$ cat config.mk
export PLATFORM = sky130hd
export DESIGN_NAME = acumulador_selectivo_param
export DESIGN_NICKNAME = d
export VERILOG_FILES = /design/src/rtl/acumulador_selectivo_param.sv
export SDC_FILE = /design/constraint.sdc
export NUM_CORES = 1
export LEC_CHECK = 0
export CAP_MARGIN = 20
export CELL_PAD_IN_SITES_DETAIL_PLACEMENT = 1
export CELL_PAD_IN_SITES_GLOBAL_PLACEMENT = 2
export CORE_MARGIN = 8
export CORE_UTILIZATION = 35
export DETAILED_ROUTE_END_ITERATION = 6
export GPL_ROUTABILITY_DRIVEN = 0
export GPL_TIMING_DRIVEN = 0
export PLACE_DENSITY = 0.8
export SLEW_MARGIN = 10
export SYNTH_ARGS = -nofsm -noshare
export SYNTH_HDL_FRONTEND = slang
export SYNTH_SLANG_ARGS = --single-unit
$ cat constraint.sdc
create_clock -name clock -period 4.3 [get_ports clock]
set_clock_uncertainty 0.1 [all_clocks]
set_input_delay 0.86 -clock clock [delete_from_list [all_inputs] [get_ports clock]]
set_output_delay 0.86 -clock clock [all_outputs]
set_load 0.005 [all_outputs]
$ cat src/rtl/acumulador_selectivo_param.sv
// Parametrised selective accumulator.
// Stage 1 registers a signed combination of two unsigned operands chosen by
// i_sel; stage 2 adds it into a signed running accumulator with wrap or
// saturate overflow handling, a sticky overflow flag and a sample counter.
// Ports:
//   clock      - single clock, rising edge
//   i_rst_n    - asynchronous active-low reset
//   i_valid    - operands/selector valid this cycle
//   i_clear    - synchronous clear of accumulator, counter and sticky flag
//   i_sel      - 00:a+b 01:a-b 10:a 11:-(a+b)
//   i_data1/2  - unsigned operands a/b
//   o_data     - accumulator value (signed)
//   o_valid    - one-cycle strobe when o_data holds a new sample
//   o_overflow - sticky overflow flag
//   o_count    - samples accumulated since last clear/reset (saturating)
module acumulador_selectivo_param #(
    parameter int unsigned NB_DATA  = 3,
    parameter int unsigned NB_ACC   = 6,
    parameter int unsigned NB_CNT   = 8,
    parameter int unsigned SATURATE = 0
) (
    input  logic                clock,
    input  logic                i_rst_n,
    input  logic                i_valid,
    input  logic                i_clear,
    input  logic [1:0]          i_sel,
    input  logic [NB_DATA-1:0]  i_data1,
    input  logic [NB_DATA-1:0]  i_data2,
    output logic [NB_ACC-1:0]   o_data,
    output logic                o_valid,
    output logic                o_overflow,
    output logic [NB_CNT-1:0]   o_count
);

    localparam int unsigned NB_OP  = NB_DATA + 2;
    localparam int unsigned NB_SUM = NB_ACC + 1;

    localparam logic [NB_ACC-1:0] ACC_MAX = {1'b0, {(NB_ACC-1){1'b1}}};
    localparam logic [NB_ACC-1:0] ACC_MIN = {1'b1, {(NB_ACC-1){1'b0}}};

    logic [NB_OP-1:0]  w_a;
    logic [NB_OP-1:0]  w_b;
    logic [NB_OP-1:0]  w_op;
    logic [NB_OP-1:0]  r_op;
    logic              r_v1;

    logic [NB_ACC-1:0] r_acc;
    logic [NB_CNT-1:0] r_cnt;
    logic              r_ovf;
    logic              r_valid;

    logic [NB_ACC-1:0] w_acc_base;
    logic [NB_CNT-1:0] w_cnt_base;
    logic              w_ovf_base;
    logic [NB_SUM-1:0] w_sum;
    logic              w_add_ovf;
    logic [NB_ACC-1:0] w_acc_next;
    logic [NB_CNT-1:0] w_cnt_next;

    // Operands widened by two bits so every selector result fits signed.
    assign w_a = NB_OP'(i_data1);
    assign w_b = NB_OP'(i_data2);

    // Operation select
    always_comb begin
        w_op = '0;
        case (i_sel)
            2'b00:   w_op = w_a + w_b;
            2'b01:   w_op = w_a - w_b;
            2'b10:   w_op = w_a;
            default: w_op = NB_OP'(0) - (w_a + w_b);
        endcase
    end

    // Stage 1: operation register; op holds when no sample is accepted
    always_ff @(posedge clock or negedge i_rst_n) begin
        if (!i_rst_n) begin
            r_op <= '0;
            r_v1 <= 1'b0;
        end else begin
            r_v1 <= i_valid;
            if (i_valid) begin
                r_op <= w_op;
            end
        end
    end

    // Clear applies the in-flight sample onto zero state
    assign w_acc_base = i_clear ? '0   : r_acc;
    assign w_cnt_base = i_clear ? '0   : r_cnt;
    assign w_ovf_base = i_clear ? 1'b0 : r_ovf;

    // One guard bit: overflow when the top two bits of the sum disagree
    assign w_sum     = {w_acc_base[NB_ACC-1], w_acc_base} + NB_SUM'($signed(r_op));
    assign w_add_ovf = w_sum[NB_SUM-1] ^ w_sum[NB_ACC-1];

    // Overflow direction follows the sign of op (acc alone cannot overflow)
    always_comb begin
        w_acc_next = w_sum[NB_ACC-1:0];
        if (w_add_ovf && (SATURATE != 0)) begin
            w_acc_next = r_op[NB_OP-1] ? ACC_MIN : ACC_MAX;
        end
    end

    assign w_cnt_next = (w_cnt_base == {NB_CNT{1'b1}}) ? w_cnt_base
                                                       : w_cnt_base + NB_CNT'(1);

    // Stage 2: accumulate, count and track overflow
    always_ff @(posedge clock or negedge i_rst_n) begin
        if (!i_rst_n) begin
            r_acc   <= '0;
            r_cnt   <= '0;
            r_ovf   <= 1'b0;
            r_valid <= 1'b0;
        end else begin
            r_valid <= r_v1;
            if (r_v1) begin
                r_acc <= w_acc_next;
                r_cnt <= w_cnt_next;
                r_ovf <= w_ovf_base | w_add_ovf;
            end else if (i_clear) begin
                r_acc <= '0;
                r_cnt <= '0;
                r_ovf <= 1'b0;
            end
        end
    end

    assign o_data     = r_acc;
    assign o_valid    = r_valid;
    assign o_overflow = r_ovf;
    assign o_count    = r_cnt;

endmodule

==> impl_summary.txt <==
----------------------------------------------------
[Worst setup path]
  Combined buffer and inverter count along the critical path ... 4
  Dominant delay contributor by cell family on the critical path ... buffers and inverters
  Slowest cell on the critical path ... sky130_fd_sc_hd__clkdlybuf4s50_1
  Crit path launch type ... primary input
  Category of the most critical setup path ... primary input to register
  Data arrival time of the worst path ... 3.55 ns
  Delay of the slowest critical-path stage ... 0.55 ns
  Ordered list of cells on the worst path ... clkdlybuf4s50_1 -> clkbuf_1 -> inv_1 -> nand2_1 -> inv_1 -> ha_1 -> a211oi_2 -> o21bai_1 -> a21oi_2 -> xnor2_1 -> mux2_4
  Worst setup EP type ... register
  Most prevalent standard cell on the critical path ... sky130_fd_sc_hd__inv_1
  First element of the critical path ... i_clear
  Crit-path max FO ... 10
  Req. time, crit path ... 4.36 ns
  Reg-to-Reg Start ... o_data[0]

[Synthesis]
  Netlist cell types ... 42
  Total of flip-flops plus latches after synthesis ... 22
  Syn Inst Count ... 148
  Top FF cell, synth ... sky130_fd_sc_hd__dfrtp_1
  Cell area after synthesis ... 0.00151 mm^2
  Post-synthesis net count ... 177
  Number of enable flip-flop cells after synthesis ... 0
  Share of flip-flops with an asynchronous set or reset after synthesis ... 1.00
  Number of warnings issued by yosys ... 0
  Register area share after synthesis ... 0.364
  Mapped Avg Cell Area ... 10.2 um^2

[CTS]
  Setup Buffers After CTS ... 0
  Cell chosen for the clock root ... sky130_fd_sc_hd__clkbuf_8
  Number of instances resized during post-cts repair ... 0
  H-tree levels ... 1
  Post-CTS Hold Fix Bufs ... 0
  Number of buffers added by the clock tree synthesis step ... 3
  CTS clock-pin slew for the worst setup and hold paths ... 0.08 ns
  CTS tree ... yes
  Insertion delay to the later sink of the worst-skew pair ... 0.27 ns
  TritonCTS sink count ... 22
  Maximum buffer depth of the clock tree ... 2

[Die]
  Floorplan Core Area ... 0.00426 mm^2
  Cell row count ... 24
  Die Outline Area ... 0.00669 mm^2
  Die span in x ... 81.8 um
  Die Y-Extent ... 81.8 um
  Number of top-level pins ... 28
  Effective utilization at floorplan ... 0.355

[Pwr]
  Cell Pwr Density ... 363 mW/mm^2
  Leakage power ... 0.874 nW
  Power Total ... 0.693 mW
  Max VDD drop ... 0.106 mV

[Detailed routing]
  Remaining antenna violation count after routing ... 0
  Number of detailed-route iterations in the first pass ... 2
  Vias after detailed routing ... 1203
  Detailed-route wire length ... 3.69 mm
  Routed WL per cell ... 16.0 um
  Via density per instance ... 5.21
  Remaining DRCs ... 0
  DRT iter0 DRCs ... 81

[Timing]
  Max Slew Vio Count ... 0
  Post-layout minimum cycle time ... 3.49 ns
  Final setup violating endpoints ... 0
  Portion of the clock cycle consumed by the worst path in the final layout ... 0.812
  Slew at the pin closest to its max-slew limit ... 0.530 ns
  Number of hold violations in the final report ... 0
  Worst Slack Setup Final ... 0.810 ns
  Final sum of negative setup slack ... 0 ns
  RSZ-0062 raised after global routing ... false
  Maximum achievable frequency ... 0.287 GHz
  Worst slew margin ... 0.646

[Place]
  Number of buffer cells added on primary ports ... 26
  Setup WS pre-CTS ... 0.581 ns
  DPL Wire Length ... 2.94 mm
  Count of placed standard cells including taps ... 226

[Global routing]
  Initial antenna violation count ... 0
  Pin count of the biggest net entering global routing ... 23
  Wire length of the first global-routing pass ... 6.37 mm
  Vias in the first global route ... 1314
  Total overflow reported by the global router ... 0
  Overall fraction of global-route tracks in use ... 0.122

[Final layout]
  Non-filler instance count after layout ... 231
  Antenna cells ... 0
  Finished Core Util ... 0.448
  Fraction of final layout cells with drive strength greater than 1 ... 0.0950
  Most common cell after layout, fill and taps aside ... sky130_fd_sc_hd__clkdlybuf4s50_1
  Fin nets ... 209
  Layout area overhead ... 26.1%
  Commonest cells after routing, fill and taps aside ... 26 x sky130_fd_sc_hd__clkdlybuf4s50_1, 22 x sky130_fd_sc_hd__dfrtp_1, 14 x sky130_fd_sc_hd__inv_1, 14 x sky130_fd_sc_hd__ha_1, 11 x sky130_fd_sc_hd__nand2_1

[Job]
  Max-cap check violation count ... 0

[Hold path]
  Worst Min Path Start ... r_v1
  Hold/Removal Path Class ... register to register

[Run status]
  Status ... finished, final reports clean

----------------------------------------------------
[final cells by class]
| type | count | area [um^2] |
|---|---|---|
| Fill cell | 476 | 2350 |
| Inverter | 14 | 52.6 |
| Buffer | 4 | 17.5 |
| Multi-Input combinational cell | 108 | 893 |
| Clock buffer | 4 | 55.1 |
| Sequential cell | 22 | 551 |
| Tap cell | 52 | 65.1 |
| Timing Repair Buffer | 27 | 275 |
[worst register-to-register path, stage by stage (launching register included)]
cell	delay, ns
sky130_fd_sc_hd__dfrtp_1	0.36
sky130_fd_sc_hd__nor2b_1	0.18
sky130_fd_sc_hd__ha_1	0.26
sky130_fd_sc_hd__inv_1	0.08
sky130_fd_sc_hd__fa_1	0.40
sky130_fd_sc_hd__inv_1	0.07
sky130_fd_sc_hd__a21o_1	0.13
sky130_fd_sc_hd__a21oi_1	0.08
sky130_fd_sc_hd__xnor2_1	0.13
sky130_fd_sc_hd__mux2_2	0.26
[metal layers]
layer	wire, um	global-route usage
met5	0	0
met4	54	0.0509
met3	178	0.0230
met2	1940	0.225
met1	1520	0.132
[sequential cells by signal, indices dropped and copies added (netlist names)]
signal,count
o_count,8
o_data,6
r_v1,1
o_valid,1
o_overflow,1
r_op,5
[synthesized netlist by cell type, drive strengths merged (2+ instances only)]
library cell,instances,share of area
fa,3,0.040
nor2,5,0.012
a211oi,2,0.013
o21ai,5,0.017
nor3,2,0.0066
ha,14,0.12
nand2,11,0.027
nand3,3,0.0099
dfrtp,22,0.36
xor2,3,0.017
nand4,3,0.012
mux2,6,0.047
o21bai,2,0.0099
buf,2,0.0066
clkbuf,2,0.0050
xnor2,9,0.052
nor2b,9,0.037
a21o,2,0.0099
and3b,2,0.012
a21oi,8,0.029
inv,14,0.035
mux2i,3,0.020
[kinds of logic (layout without fill, tap and decap cells)]
logic type | Yosys count | count (layout) | share of synthesized area
buffers and inverters | 18 | 49 | 0.0463
xor gates and xnor gates | 12 | 12 | 0.0694
adders and majority gates | 17 | 17 | 0.155
DFF | 22 | 22 | 0.364
and+or+nand+nor | 39 | 39 | 0.139
muxes | 10 | 10 | 0.0818
AOI/OAI and AO/OA | 30 | 30 | 0.145
[through the flow]
stage | instance area (um^2) | hold WS, ns
finish | 1910 | 0.278
global route | 1910 | 0.294
detailed placement | 1840 | 0.260
global placement | 1840 | 0.256
CTS | 1890 | 0.280
floorplan | 1510 | 0.249
[power by group]
part | leakage, nW | total [mW] | switching, mW | internal (mW)
sequential | 0.279 | 0.263 | 0.0205 | 0.242
combinational | 0.566 | 0.278 | 0.124 | 0.155
clock | 0.0288 | 0.152 | 0.0703 | 0.0818
total | 0.874 | 0.693 | 0.214 | 0.479
[final timing paths]
check                             end  slack (ns)  depth (start not counted)
setup / recovery            o_data[5]        0.81                         11
hold / removal                o_valid        0.28                          0
max in group asynchronous   o_data[4]        2.80                          2
min in group asynchronous  o_count[4]        0.83                          1
hold reg to reg               o_valid        0.28                          0
setup reg to reg            o_data[4]        2.12                          9
Power figures use the tool's default switching activity.
